**src/rtl/branch_predictor_pkg.sv**
```systemverilog
// Shared types and constants for the global-history branch predictor.
package branch_predictor_pkg;

  localparam int PATTERN_WIDTH  = 4;
  localparam int INST_MEM_WIDTH = 16;

  localparam logic [1:0] PHT_INIT = 2'b01;

  typedef enum logic [1:0] {
    INIT,
    RUN,
    FLUSH
  } bp_state_t;

  typedef struct packed {
    logic                     pred;
    logic [PATTERN_WIDTH-1:0] index;
  } bp_fifo_entry;

  // 2-bit saturating counter step toward taken (11) or not-taken (00).
  function automatic logic [1:0] sat_update(input logic [1:0] cnt, input logic taken);
    logic [1:0] res;
    res = cnt;
    if (taken && cnt != 2'b11) res = cnt + 2'b01;
    else if (!taken && cnt != 2'b00) res = cnt - 2'b01;
    return res;
  endfunction

endpackage

```
**src/rtl/bp_pht.sv**
```systemverilog
// Pattern history table: 2-bit counters, one combinational read port, one write port
// that either loads the init value or applies a saturating update.
module bp_pht #(
  parameter int PATTERN_WIDTH = branch_predictor_pkg::PATTERN_WIDTH
) (
  input  logic                     clk,
  input  logic [PATTERN_WIDTH-1:0] rd_index,
  output logic [1:0]               rd_counter,
  input  logic                     wr_en,
  input  logic [PATTERN_WIDTH-1:0] wr_index,
  input  logic                     wr_init,
  input  logic                     wr_taken
);
  import branch_predictor_pkg::*;

  // No reset: the INIT sweep fills every entry before the table is consulted.
  logic [1:0] counters [2**PATTERN_WIDTH];

  assign rd_counter = counters[rd_index];

  always_ff @(posedge clk) begin
    if (wr_en) begin
      counters[wr_index] <= wr_init ? PHT_INIT : sat_update(counters[wr_index], wr_taken);
    end
  end

endmodule

```
**src/rtl/branch_predictor.sv**
```systemverilog
// Global-history branch predictor with misprediction flush sequencing.
// Optional build macro BP_GSHARE_EN: index the PHT with GHR ^ pc instead of GHR alone.
module branch_predictor #(
  parameter int PATTERN_WIDTH  = branch_predictor_pkg::PATTERN_WIDTH,
  parameter int N_INFLIGHT     = 4,
  parameter int INST_MEM_WIDTH = branch_predictor_pkg::INST_MEM_WIDTH
) (
  input  logic                      clk,
  input  logic                      rst_n,
  input  logic                      issue_valid,
  output logic                      issue_ready,
  input  logic [INST_MEM_WIDTH-1:0] pc,
  input  logic [INST_MEM_WIDTH-1:0] target,
  output logic                      prediction,
  output logic [PATTERN_WIDTH-1:0]  pattern_out,
  output logic [INST_MEM_WIDTH-1:0] addr_on_failure_out,
  input  logic                      commit,
  input  logic                      failure,
  input  logic [PATTERN_WIDTH-1:0]  pattern_in,
  input  logic [INST_MEM_WIDTH-1:0] addr_on_failure_in,
  output logic                      flush,
  output logic [INST_MEM_WIDTH-1:0] redirect_addr,
  output logic                      busy
);
  import branch_predictor_pkg::*;

  localparam int PHT_SIZE = 2**PATTERN_WIDTH;
  localparam int PTR_W    = (N_INFLIGHT > 1) ? $clog2(N_INFLIGHT) : 1;
  localparam int CNT_W    = $clog2(N_INFLIGHT + 1);

  bp_state_t                 state_reg, state_next;
  logic [PATTERN_WIDTH-1:0]  ghr_reg;
  logic [PATTERN_WIDTH-1:0]  sweep_reg;
  logic [PTR_W-1:0]          wr_ptr_reg, rd_ptr_reg;
  logic [CNT_W-1:0]          count_reg;
  bp_fifo_entry              fifo_mem [N_INFLIGHT];

  logic [PATTERN_WIDTH-1:0]  issue_index;
  logic [1:0]                pht_counter;
  logic                      fifo_full, fifo_empty;
  logic                      commit_ok, mispredict, actual, push;
  bp_fifo_entry              head;
  logic                      pht_wr_en, pht_wr_init;
  logic [PATTERN_WIDTH-1:0]  pht_wr_index;
  logic                      unused_pattern_msb;

`ifdef BP_GSHARE_EN
  assign issue_index = ghr_reg ^ pc[PATTERN_WIDTH-1:0];
`else
  assign issue_index = ghr_reg;
`endif

  assign prediction          = pht_counter[1];
  assign pattern_out         = ghr_reg;
  assign addr_on_failure_out = prediction ? pc + INST_MEM_WIDTH'(1) : target;

  assign fifo_full  = (count_reg == CNT_W'(N_INFLIGHT));
  assign fifo_empty = (count_reg == '0);
  assign head       = fifo_mem[rd_ptr_reg];
  assign actual     = head.pred ^ failure;
  // A commit against an empty FIFO is a protocol error and is dropped here.
  assign commit_ok  = (state_reg == RUN) && commit && !fifo_empty;
  assign mispredict = commit_ok && failure;
  assign push       = issue_valid && issue_ready && !mispredict;

  assign unused_pattern_msb = pattern_in[PATTERN_WIDTH-1];

  assign pht_wr_init  = (state_reg == INIT);
  assign pht_wr_en    = pht_wr_init || commit_ok;
  assign pht_wr_index = pht_wr_init ? sweep_reg : head.index;

  bp_pht #(.PATTERN_WIDTH(PATTERN_WIDTH)) u_pht (
    .clk       (clk),
    .rd_index  (issue_index),
    .rd_counter(pht_counter),
    .wr_en     (pht_wr_en),
    .wr_index  (pht_wr_index),
    .wr_init   (pht_wr_init),
    .wr_taken  (actual)
  );

  always_ff @(posedge clk or negedge rst_n) begin
    if (!rst_n) state_reg <= INIT;
    else        state_reg <= state_next;
  end

  always_comb begin
    state_next = state_reg;
    unique case (state_reg)
      INIT:    if (sweep_reg == PATTERN_WIDTH'(PHT_SIZE - 1)) state_next = RUN;
      RUN:     if (mispredict) state_next = FLUSH;
      FLUSH:   state_next = RUN;
      default: state_next = INIT;
    endcase
  end

  always_comb begin
    busy        = 1'b0;
    flush       = 1'b0;
    issue_ready = 1'b0;
    unique case (state_reg)
      INIT:    busy = 1'b1;
      RUN:     issue_ready = !fifo_full || commit;
      FLUSH:   flush = 1'b1;
      default: busy = 1'b1;
    endcase
  end

  always_ff @(posedge clk or negedge rst_n) begin
    if (!rst_n) begin
      ghr_reg       <= '0;
      sweep_reg     <= '0;
      wr_ptr_reg    <= '0;
      rd_ptr_reg    <= '0;
      count_reg     <= '0;
      redirect_addr <= '0;
    end else begin
      sweep_reg <= (state_reg == INIT) ? sweep_reg + PATTERN_WIDTH'(1) : '0;
      if (mispredict) begin
        redirect_addr <= addr_on_failure_in;
        ghr_reg       <= {pattern_in[PATTERN_WIDTH-2:0], actual};
        wr_ptr_reg    <= '0;
        rd_ptr_reg    <= '0;
        count_reg     <= '0;
      end else begin
        if (push) begin
          ghr_reg    <= {ghr_reg[PATTERN_WIDTH-2:0], prediction};
          wr_ptr_reg <= (wr_ptr_reg == PTR_W'(N_INFLIGHT - 1)) ? '0 : wr_ptr_reg + PTR_W'(1);
        end
        if (commit_ok) begin
          rd_ptr_reg <= (rd_ptr_reg == PTR_W'(N_INFLIGHT - 1)) ? '0 : rd_ptr_reg + PTR_W'(1);
        end
        unique case ({push, commit_ok})
          2'b10:   count_reg <= count_reg + CNT_W'(1);
          2'b01:   count_reg <= count_reg - CNT_W'(1);
          default: count_reg <= count_reg;
        endcase
      end
    end
  end

  always_ff @(posedge clk) begin
    if (push) fifo_mem[wr_ptr_reg] <= '{pred: prediction, index: issue_index};
  end

endmodule
```
**config.mk**
```make
export PLATFORM = sky130hd
export DESIGN_NAME = branch_predictor
export DESIGN_NICKNAME = d
export VERILOG_FILES = /design/src/rtl/branch_predictor_pkg.sv /design/src/rtl/bp_pht.sv /design/src/rtl/branch_predictor.sv
export SDC_FILE = /design/constraint.sdc
export NUM_CORES = 1
export LEC_CHECK = 0
export BUFFER_PORTS_ARGS = -buffer_cell sky130_fd_sc_hd__buf_2
export CAP_MARGIN = 5
export CORE_MARGIN = 5
export CORE_UTILIZATION = 55
export CTS_CLUSTER_DIAMETER = 200
export DETAILED_ROUTE_END_ITERATION = 6
export GPL_TIMING_DRIVEN = 0
export PLACE_DENSITY = 0.77
export SETUP_SLACK_MARGIN = 0.4
export SLEW_MARGIN = 25
export SYNTH_ARGS = -nofsm -noshare
export SYNTH_HDL_FRONTEND = slang
export SYNTH_HIERARCHICAL = 1
export SYNTH_SLANG_ARGS = --single-unit
```
**constraint.sdc**
```tcl
create_clock -name clk -period 5.3 [get_ports clk]
set_clock_uncertainty 0.05 [all_clocks]
set_input_delay 0.265 -clock clk [delete_from_list [all_inputs] [get_ports clk]]
set_output_delay 0.265 -clock clk [all_outputs]
set_load 0.05 [all_outputs]
```
# After elaboration in Yosys (flattened, before gate mapping)
# Memory sizes are Yosys's and may differ from the RTL's.
# Index checks and enable logic that the tools add are counted.
# Widths: inputs -> output; s select.
# word_totals
reg_bits	33
latchBits	0
mem_bits_rw	52
romBits	0
in_bits	57
out_inout_bits	40
elab_cells	77
mem_count	2
# op_classes
add_sub_neg	8
multipliers	0
div	0
order_cmp	0
n_eq_ne	11
shifts	0
mux	27
n_bitwise	1
n_reduce_logical	21
# memory_table
name	depth	word_bits	read_ports	rd_clocked_by_memory_dff	write_ports	line	text
u_pht.counters	16	2	2	0	1	bp_pht.sv:17	logic [1:0] counters [2**PATTERN_WIDTH];
fifo_mem	4	5	1	0	1	branch_predictor.sv:36	bp_fifo_entry fifo_mem [N_INFLIGHT];
# op_table
cell	n
$mux 2	12
$add 16x1->16 const B	1
$mux 16	1
$mux 4	4
$eq 2x2->1 const B	4
$logic_and 1x1->1	7
$mux 1	7
$add 2x1->2 const B	3
$pmux 2 s3	1
$pmux 3 s2	1
$reduce_bool 2->1	3
$add 4x1->4 const B	1
$eq 2x1->1 const B	2
$eq 4x4->1 const B	1
$logic_not 1->1	4
$ne 2x2->1 const B	2
$add 3x1->3 const B	1
$eq 3x3->1 const B	1
$logic_not 3->1	1
$mux 3	1
$reduce_bool 3->1	1
$sub 3x1->3 const B	1
$logic_not 2->1	1
$logic_or 1x1->1	2
5 further kinds	5

# Longest topological paths before layout
# Gate-level depths: netlist (run 1).
# depth
word_depth	9
ltp_mapped	13
mapped_depth_nobuf	11

# By module
# Netlist (run 1), hierarchy kept.
# by_module_without_submodules
module	n_inst	cells_per_inst	area_per_inst_um2	seq_area_each_um2
branch_predictor	1	246	2866.5	1426.4
bp_pht	1	93	1676.6	960.9

# Least setup slack after synthesis (run 1)
# Ideal clock, no wire load.
# synth_timing
kind	reg2reg
from	register rd_ptr_reg[0]
to	memory u_pht.counters[0][1] (data pin)
setup_ps	277
arrival_ps	3680
t_required_ps	4973
path_slack_ps	1294
path_stages_with_launch	13
path_buffers	2
synth_period_minus_slack_ps	4006
cell_sequence	dfrtp_1 > clkbuf_1 > mux4_2 > mux2_2 > buf_6 > mux4_1 > mux4_2 > inv_1 > ha_1 > or3_1 > o21ai_0 > a21oi_1 > nor2_1
# synth_via
elab_chain_cells	9
elab_cells_between_ends	15
cone_classes	add/sub (2); eq/ne (1); mux (5); bitwise (1); reduce/logical (4); memory (2)
# synth_rtl
element	line	text
start: declaration	branch_predictor.sv:34	logic [PTR_W-1:0] wr_ptr_reg, rd_ptr_reg;
start signal: assignment	branch_predictor.sv:131	rd_ptr_reg <= (rd_ptr_reg == PTR_W'(N_INFLIGHT - 1)) ? '0 : rd_ptr_reg + PTR_W'(1);
$mem_v2 4x5 *	--	
$mux 4 *	branch_predictor.sv:70	assign pht_wr_index = pht_wr_init ? sweep_reg : head.index;
via pht_wr_index[2]	branch_predictor.sv:44	logic [PATTERN_WIDTH-1:0] pht_wr_index;
$mem_v2 16x2 *	--	
branches (longest 3 deep; another with $sub 2x1->2)	--	
$mux 2 *	branch_predictor_pkg.sv:24	if (taken && cnt != 2'b11) res = cnt + 2'b01;
$mux 2 *	bp_pht.sv:22	if (wr_en) begin
$mux 2 *	bp_pht.sv:23	counters[wr_index] <= wr_init ? PHT_INIT : sat_update(counters[wr_index], wr_taken);
end: declaration	bp_pht.sv:17	
# Mark *: on every way through the listed nets, which the timed path passes. The select of a mux whose other input is x is not followed.

# Worst setup path after layout (run 1)
# layout_timing
from	register rd_ptr_reg[0]
to	memory u_pht.counters[13][1] (data pin)
# The elaborated chain is that of the path after synthesis.

==> results of run 1 <==
worst reg2reg max path, stage by stage (launching register included):
cell	delay (ns)
sky130_fd_sc_hd__dfrtp_1	0.36
sky130_fd_sc_hd__clkbuf_1	0.39
sky130_fd_sc_hd__mux4_2	0.58
sky130_fd_sc_hd__mux2_2	0.33
sky130_fd_sc_hd__buf_6	0.17
sky130_fd_sc_hd__mux4_1	0.46
sky130_fd_sc_hd__mux4_2	0.53
sky130_fd_sc_hd__inv_1	0.08
sky130_fd_sc_hd__ha_1	0.23
sky130_fd_sc_hd__or3_1	0.30
sky130_fd_sc_hd__o21ai_0	0.09
sky130_fd_sc_hd__a21oi_1	0.08
sky130_fd_sc_hd__nor2_2	0.44
routing by layer:
metal / track usage [%] / routed length [microns] / up-vias
li1: - / - / 1452
met1: 24.4 / 3640 / 1481
met2: 33.0 / 4690 / 125
met3: 4.98 / 737 / 15
met4: 7.35 / 169 / 0
met5: 0 / 0 / -
area by class of cell:
class                           instances  share of cell area [%]
Tap cell                              102                    2.43
Buffer                                 16                    2.12
Inverter                               12                   0.859
Timing Repair Buffer                   96                    9.26
Sequential cell                        85                    45.5
Multi-Input combinational cell        221                    36.0
Clock buffer                            9                    2.36
Clock inverter                          7                    1.38
metrics by stage:
step | instances | area (sq um) | setup WS (ns)
after floorplan | 334 | 4430 | 1.29
after global placement | 531 | 5030 | 0.736
after detailed placement | 531 | 5030 | 0.626
after CTS | 548 | 5240 | 0.602
after global routing | 548 | 5240 | 0.611
final | 548 | 5240 | 0.925
repair_timing:
action | in CTS | in global routing
hold buffers | 1 | 0
setup endpoints to repair | 0 | 16
gates resized for setup | 0 | 1
hold endpoints to repair | 33 | 0
worst min path at each step:
stage | to | slack, ns | depth (start not counted)
after detailed placement | state_reg[1] | 0.32 | 1
after global placement | state_reg[0] | 0.32 | 1
after floorplan | count_reg[0] | -0.08 | 0
final | redirect_addr[0] | 0.08 | 2
after CTS | redirect_addr[0] | 0.07 | 2
after global routing | redirect_addr[0] | 0.06 | 2
cell usage in the layout, fill, tap and decap left out, drive strengths merged, types with 9 or more instances in the layout:
cell type	count
clkbuf	14
nor3	9
mux4	20
nand3	10
inv	14
a21oi	21
edfxtp	52
mux2	23
buf	106
ha	14
mux2i	12
nor2	38
nand2	11
dfrtp	33
xnor2	16
==> results_dict.tcl, run 1 <==
set metrics [dict create \
    hp-start "addr_on_failure_in[0]" \
    first_iter_violations 111 \
    buffer_ports.inserted 95 \
    grt_setup_unrepaired "false" \
    via_count 3073 \
    outcome "finished, final reports clean" \
    reg2reg_from "rd_ptr_reg[0]" \
    die_w_microns 99.8 \
    worst_setup_path_startpoint "rd_ptr_reg[0]" \
    max-slew-margin-rel_pct 50.0 \
    number_of_pins_with_negative_max_slew_slack_in_the_final_report 0 \
    global_route.overflow_total 0 \
    setup-tns-final_ns 0 \
    multi_input_area_sq_um 1890 \
    floorplan.rows 32 \
    worst_setup_path_endpoint "u_pht/counters[13][1]" \
    antenna_violations_before_repair 0 \
    filler_cell_count 560 \
    critical-path-max-stage-delay_ns 0.58 \
    worstSetupPathType "flip-flop to flip-flop" \
    syn_area_sq_um 4430 \
    synth.net_count 406 \
    core_region_area_sq_um 7770 \
    syn2layout_area_growth_pct 18.3 \
    dp_hpwl_microns 6830 \
    clkSlewWorstSetupHoldPaths_ns 0.09 \
    cts.repair_timing.setup_buffer_count 0 \
    synth.yosys.warnings 6 \
    regMostFlops "u_pht/counters" \
    hold_class "input pin to flip-flop" \
    detail-route-antenna-nets 0 \
    utilization_pct 67.5 \
    cts_sinks 85 \
    final.min_clock_period_ns 4.38 \
    worstReg2RegEnd "u_pht/counters[13][1]" \
    htree_levels 3 \
    tritoncts "built" \
    final_weighted_congestion_in_routability_driven_placement 0.867 \
    groute.usage.overall_pct 19.6 \
    final.period_utilization_pct 82.5 \
    drc 0 \
    clock_path_buffers 2 \
    path_cells "clkbuf_1, mux4_2, mux2_2, buf_6, mux4_1, mux4_2, inv_1, ha_1, or3_1, o21ai_0, a21oi_1, nor2_2" \
    largest_register_ffs 32 \
    ioPinCount 97 \
    critPathBufInv 3 \
    holdWs_ns 0.0805 \
    drive_gt1_share_pct 36.5 \
    fmax_mhz 229 \
    first_pass_grt_wire_length_microns 15200 \
    worstSetupStartpointType "flip-flop" \
    avgRoutedWirePerCell_microns 16.8 \
    n_antenna_cell 0 \
    cp.arrival_ns 4.40 \
    critical-path-slowest-cell "sky130_fd_sc_hd__mux4_2" \
    die_area_sq_um 9950 \
    reg2regPathDepth 12 \
    register_area_sq_um 2390 \
    biggestRegsByFlops "u_pht/counters x32, fifo_mem x20, redirect_addr x16" \
    setup-violations-final 0 \
    critical-path-top-delay-family "multiplexers" \
    maxCapViolCount 0 \
    critical_path_depth_in_cells 12 \
    drt_pass1_iterations 4 \
    start_util_pct 57.0 \
    dieHeight_microns 99.8 \
    worst_pin_slew_ns 0.750 \
    via_per_inst 5.61 \
    cts_inserted_buffers 9 \
    post_synth_inst_count 334 \
    finalWirelength_microns 9230 \
    setup.reg_to_reg.worst_slack_ns 0.92 \
    crit_required_ns 5.33 \
    average_cell_area_after_synthesis_sq_um 13.3 \
    pin_count_of_the_biggest_net_entering_global_routing 34 \
    clock_latency_ns 0.36 \
    design.final.nets 513 \
    cts_root_buf "sky130_fd_sc_hd__clkbuf_8" \
    grt_pass1_vias 3173 \
    hold_viol 0 \
    endpoint_kind "flip-flop" \
    critPathMaxFanout 16 \
    most_repeated_library_cell_on_the_critical_path "sky130_fd_sc_hd__mux4_2" \
]
Power of run 1 is left out: the tool's default activity adds up to more than one toggle a clock period on the data nets, which glitch-free logic cannot reach.
==> run 2, diff against run 1 <==
--- a/config.mk
+++ b/config.mk
@@ -5,6 +5,7 @@
 export SDC_FILE = /design/constraint.sdc
 export NUM_CORES = 1
 export LEC_CHECK = 0
+export ABC_AREA = 1
 export BUFFER_PORTS_ARGS = -buffer_cell sky130_fd_sc_hd__buf_2
 export CAP_MARGIN = 5
 export CORE_MARGIN = 5
==> constraint.sdc (replaced) <==
create_clock -name clk -period 4.55 [get_ports clk]
set_clock_uncertainty 0.05 [all_clocks]
set_input_delay 0.2275 -clock clk [delete_from_list [all_inputs] [get_ports clk]]
set_output_delay 0.2275 -clock clk [all_outputs]
set_load 0.05 [all_outputs]
==> run 2 against run 1 <==
Die area is 5.9% higher. Register-to-register slack worse by 0.04 ns. Synthesized cell count is 64% higher. Routed wire length is 21% higher. Non-clock buffer count is 10 higher. Critical path depth is 6 higher.
==> results_dict.tcl, run 2 <==
set metrics [dict create \
    syn2layout_area_growth_pct 19.4 \
    fmax_mhz 273 \
    global_route.overflow_total 0 \
    pin_count_of_the_biggest_net_entering_global_routing 34 \
    endpoint_kind "flip-flop" \
    cts_sinks 85 \
    via_count 4159 \
    critical-path-slowest-cell "sky130_fd_sc_hd__a21oi_2" \
    detail-route-antenna-nets 0 \
    critical-path-max-stage-delay_ns 0.55 \
    clkSlewWorstSetupHoldPaths_ns 0.10 \
    cts_inserted_buffers 9 \
    die_area_sq_um 10500 \
    worst_setup_path_startpoint "state_reg[1]" \
    drive_gt1_share_pct 23.7 \
    max-slew-margin-rel_pct 50.9 \
    die_w_microns 103 \
    htree_levels 3 \
    finalWirelength_microns 11200 \
    worstSetupPathType "flip-flop to flip-flop" \
    routed-wl-met2_microns 5380 \
    core_region_area_sq_um 8300 \
    biggestRegsByFlops "u_pht/counters x32, fifo_mem x20, redirect_addr x16" \
    cp.arrival_ns 3.67 \
    first_iter_violations 318 \
    n_antenna_cell 0 \
    worst_pin_slew_ns 0.736 \
    clock_path_buffers 2 \
    met1Wirelength_microns 4620 \
    groute.usage.overall_pct 22.8 \
    grt_pass1_vias 4049 \
    synth.net_count 620 \
    regMostFlops "u_pht/counters" \
    ioPinCount 97 \
    via_per_inst 5.36 \
    critPathMaxFanout 16 \
    maxCapViolCount 0 \
    buffer_ports.inserted 95 \
    filler_cell_count 664 \
    syn_area_sq_um 4720 \
    setup-violations-final 0 \
    cts_root_buf "sky130_fd_sc_hd__clkbuf_8" \
    average_cell_area_after_synthesis_sq_um 8.62 \
    post_synth_inst_count 548 \
    largest_register_ffs 32 \
    layout_common_cells "sky130_fd_sc_hd__nand2_1, sky130_fd_sc_hd__buf_2, sky130_fd_sc_hd__nor2_1, sky130_fd_sc_hd__edfxtp_1, sky130_fd_sc_hd__inv_1" \
    most_repeated_library_cell_on_the_critical_path "sky130_fd_sc_hd__nand2_1" \
    drt_pass1_iterations 5 \
    first_pass_grt_wire_length_microns 18900 \
    crit_required_ns 4.56 \
    detailroute.wirelength.met3_microns 1040 \
    final.period_utilization_pct 80.5 \
    drc 0 \
    antenna_violations_before_repair 0 \
    final_weighted_congestion_in_routability_driven_placement 0.942 \
    design.final.nets 738 \
    floorplan.rows 33 \
    outcome "finished, final reports clean" \
    clock_latency_ns 0.36 \
    worstSetupStartpointType "flip-flop" \
    layout.cells.most_common "sky130_fd_sc_hd__nand2_1" \
    hold_class "input pin to flip-flop" \
    hp-start "addr_on_failure_in[6]" \
    hold_viol 0 \
    count_of_instances_resized_after_the_clock_tree_is_built 0 \
    top_signal_layer_used "met4" \
    avgRoutedWirePerCell_microns 14.4 \
    dieHeight_microns 103 \
    setup-tns-final_ns 0 \
    dp_hpwl_microns 8350 \
    path_cells "inv_1, ha_1, clkinv_1, a31oi_1, inv_1, buf_4, nand2_1, nand2_1, nand2_1, nand2_1, nand2_1, nand2_1, nor2_1, inv_1, ha_1, nor2_1, a21oi_1, a21oi_2" \
    tritoncts "built" \
    final.min_clock_period_ns 3.66 \
    start_util_pct 56.9 \
    reg2reg_from "state_reg[1]" \
    grt_setup_unrepaired "false" \
    synth.yosys.warnings 6 \
    number_of_pins_with_negative_max_slew_slack_in_the_final_report 0 \
]
## run 2: layout make-up
type	count	area [sq um]	area share, %
buffer	15	111	1.97
clock buffer	9	124	2.20
clock inverter	7	63.8	1.13
inverter	55	211	3.75
multi-input combinational	393	2020	35.8
sequential	85	2390	42.3
tap	105	131	2.33
timing repair buffer	107	596	10.6
## run 2: worst paths after layout
kind / end / slack (ns) / cells after the start
hold / removal: redirect_addr[6] / 0.02 / 3
min in group asynchronous: redirect_addr[5] / 0.41 / 2
max in group asynchronous: rd_ptr_reg[0] / 3.56 / 2
setup reg to reg: u_pht/counters[7][1] / 0.89 / 18
setup / recovery: u_pht/counters[7][1] / 0.89 / 18
hold reg to reg: redirect_addr[0] / 0.43 / 2
## run 2: routing by layer
| metal | track usage, % | vias to the layer above |
|---|---|---|
| met5 | 0 | - |
| met4 | 6.66 | 0 |
| met3 | 4.94 | 21 |
| met2 | 38.0 | 215 |
| met1 | 30.2 | 1903 |
| li1 | - | 2020 |
## run 2: timing repair
action                    CTS  global route
hold endpoints to repair   44             0
hold buffers               12             0
buffers inserted            0             0
## run 2: through the flow
step	hold slack, ns	instances	setup slack [ns]	util (%)	instance area [sq um]
detailed placement	0.292	748	0.502	64.2	5330
CTS	0.00351	776	0.491	67.9	5640
floorplan	-0.118	548	0.983	-	4720
global route	0.0137	776	0.446	68.0	5640
finish	0.0188	776	0.888	68.0	5640
global placement	0.278	748	0.667	64.2	5330
## run 2: critical path: cells and delay by family (launching register included)
family                   cells  cell delay [ns]
AND/OR/NAND/NOR              8             0.70
adder cells (fa/ha/maj)      2             0.47
AO/OA/AOI/OAI                3             0.95
flip-flops                   1             0.41
buffers and inverters        5             0.78
Power of run 2 is left out for the same reason.
==> run 3, diff against run 2 <==
==> constraint.sdc (replaced) <==
create_clock -name clk -period 3.6 [get_ports clk]
set_clock_uncertainty 0.05 [all_clocks]
set_input_delay 0.18 -clock clk [delete_from_list [all_inputs] [get_ports clk]]
set_output_delay 0.18 -clock clk [all_outputs]
set_load 0.05 [all_outputs]
==> run 3 against run 2 <==
Flip-flop and latch count unchanged. Setup slack worse by 0.34 ns. Non-clock buffer count up 15. Via count up 0.91%. Highest routed layer unchanged.
==> results_dict.tcl, run 3 (synthesis gave the netlist of run 2 again) <==
set metrics [dict create \
    outcome "finished, final reports clean" \
    avgRoutedWirePerCell_microns 15.0 \
    worstSetupPathType "flip-flop to flip-flop" \
    maxCapViolCount 0 \
    largest_register_ffs 32 \
    ioPinCount 97 \
    die_area_sq_um 10500 \
    worst_pin_slew_ns 0.759 \
    syn2layout_area_growth_pct 24.6 \
    detail-route-antenna-nets 0 \
    tritoncts "built" \
    die_w_microns 103 \
    htree_levels 3 \
    worst_setup_path_endpoint "u_pht/counters[6][0]" \
    via_per_inst 5.30 \
    clkSlewWorstSetupHoldPaths_ns 0.09 \
    final.min_clock_period_ns 3.06 \
    cp.arrival_ns 3.07 \
    groute.usage.overall_pct 23.8 \
    dieHeight_microns 103 \
    final_weighted_congestion_in_routability_driven_placement 0.888 \
    register_area_sq_um 2390 \
    endpoint_kind "flip-flop" \
    layout_common_cells "sky130_fd_sc_hd__nand2_1, sky130_fd_sc_hd__buf_2, sky130_fd_sc_hd__nor2_1, sky130_fd_sc_hd__edfxtp_1, sky130_fd_sc_hd__inv_1" \
    hold-path-cell-count 4 \
    crit_required_ns 3.61 \
    worstSetupStartpointType "flip-flop" \
    dp_hpwl_microns 8430 \
    via_count 4197 \
    clock_path_buffers 2 \
    design.final.nets 754 \
    filler_cell_count 626 \
    cts_sinks 85 \
    pre_cts_ws_ns -0.0621 \
    drc 0 \
    drt_pass1_iterations 5 \
    reg2reg_from "state_reg[0]" \
    hold_class "input pin to flip-flop" \
    setup.reg_to_reg.worst_slack_ns 0.54 \
    pin_count_of_the_biggest_net_entering_global_routing 34 \
    critPathMaxFanout 10 \
    layout.cells.most_common "sky130_fd_sc_hd__nand2_1" \
    grt_setup_unrepaired "false" \
    setup-violations-final 0 \
    fmax_mhz 327 \
    worstReg2RegEnd "u_pht/counters[6][0]" \
    biggestRegsByFlops "u_pht/counters x32, fifo_mem x20, redirect_addr x16" \
    first_pass_grt_wire_length_microns 19600 \
    n_antenna_cell 0 \
    final.period_utilization_pct 84.9 \
    antenna_violations_before_repair 0 \
    reg2regPathDepth 20 \
    buffer_ports.inserted 95 \
    grt_pass1_vias 4330 \
    clock_latency_ns 0.36 \
    cts_inserted_buffers 9 \
    max-slew-margin-rel_pct 49.4 \
    multi_input_area_sq_um 2100 \
    start_util_pct 56.9 \
    finalWirelength_microns 11800 \
    floorplan.rows 33 \
    number_of_pins_with_negative_max_slew_slack_in_the_final_report 0 \
    core_region_area_sq_um 8300 \
    first_iter_violations 257 \
    cts_root_buf "sky130_fd_sc_hd__clkbuf_8" \
    drive_gt1_share_pct 26.8 \
    final_critical_path_setup_slack_ns 0.544 \
    regMostFlops "u_pht/counters" \
    hold_viol 0 \
    global_route.overflow_total 0 \
    worst_setup_path_startpoint "state_reg[0]" \
]
==> run 3: cell types whose count changed in the layout (fill, tap and decap cells not counted), sizes merged <==
cell,previous run,this run
inv,59,61
clkinv,3,1
nand3,43,44
buf,107,114
dlygate4sd3,12,20
==> run 3: worst min path at each step <==
stage                     startpoint          endpoint  slack (ns)
after global placement         rst_n  redirect_addr[3]        0.22
after floorplan                rst_n      count_reg[0]       -0.17
after CTS                    failure      count_reg[2]        0.17
after detailed placement       rst_n  redirect_addr[2]        0.24
final                        failure      count_reg[2]        0.18
after global routing         failure      count_reg[1]        0.18
==> run 3: area by class of cell <==
class	count	share of cell area, %
Multi-Input combinational cell	394	35.7
Tap cell	105	2.23
Clock inverter	7	1.08
Clock buffer	9	2.11
Inverter	55	3.64
Buffer	15	2.04
Sequential cell	85	40.6
Timing Repair Buffer	122	12.6
==> run 3: per-stage QoR <==
step / setup TNS, ns / cell area [sq um] / hold WS (ns) / util [%] / std cells
6_report: 0 / 5880 / 0.179 / 70.9 / 792
5_1_grt: 0 / 5880 / 0.182 / 70.9 / 792
4_1_cts: 0 / 5780 / 0.166 / 69.6 / 785
3_5_place_dp: -0.986 / 5330 / 0.241 / 64.3 / 748
3_3_place_gp: -6.17 / 5330 / 0.223 / 64.2 / 748
2_1_floorplan: 0 / 4720 / -0.166 / - / 548
==> run 3: repair_timing <==
item | 4_1_cts | 5_1_grt
buffers inserted | 1 | 6
setup endpoints to repair | 32 | 47
pin swaps | 1 | 2
gates resized for setup | 7 | 26
gates cloned | 0 | 1
endpoints found under the hold margin | 52 | 0
hold buffers | 20 | 0
==> run 3: critical path: stages (launching register included) <==
cell and delay, ns:
sky130_fd_sc_hd__dfrtp_1 0.40, sky130_fd_sc_hd__inv_1 0.10, sky130_fd_sc_hd__ha_4 0.20, sky130_fd_sc_hd__inv_4 0.13, sky130_fd_sc_hd__nor2_1 0.06, sky130_fd_sc_hd__a31oi_1 0.19
sky130_fd_sc_hd__buf_6 0.17, sky130_fd_sc_hd__inv_6 0.05, sky130_fd_sc_hd__nor2_4 0.16, sky130_fd_sc_hd__nand2_1 0.07, sky130_fd_sc_hd__nand4_1 0.07, sky130_fd_sc_hd__nand2_1 0.07
sky130_fd_sc_hd__nand2_2 0.13, sky130_fd_sc_hd__inv_1 0.07, sky130_fd_sc_hd__nand2_2 0.08, sky130_fd_sc_hd__ha_1 0.17, sky130_fd_sc_hd__nor2_2 0.06, sky130_fd_sc_hd__nor2_2 0.14
sky130_fd_sc_hd__inv_1 0.08, sky130_fd_sc_hd__nand2_2 0.15, sky130_fd_sc_hd__nand3_4 0.15
==> run 3: routing by layer <==
layer | wire (microns) | share of wire (%) | track usage (%)
met4 | 190 | 1.6 | 8.07
met3 | 940 | 7.9 | 4.87
met2 | 5830 | 49 | 40.3
met5 | 0 | 0 | 0
met1 | 4880 | 41 | 30.4
Power of run 3 is left out for the same reason.
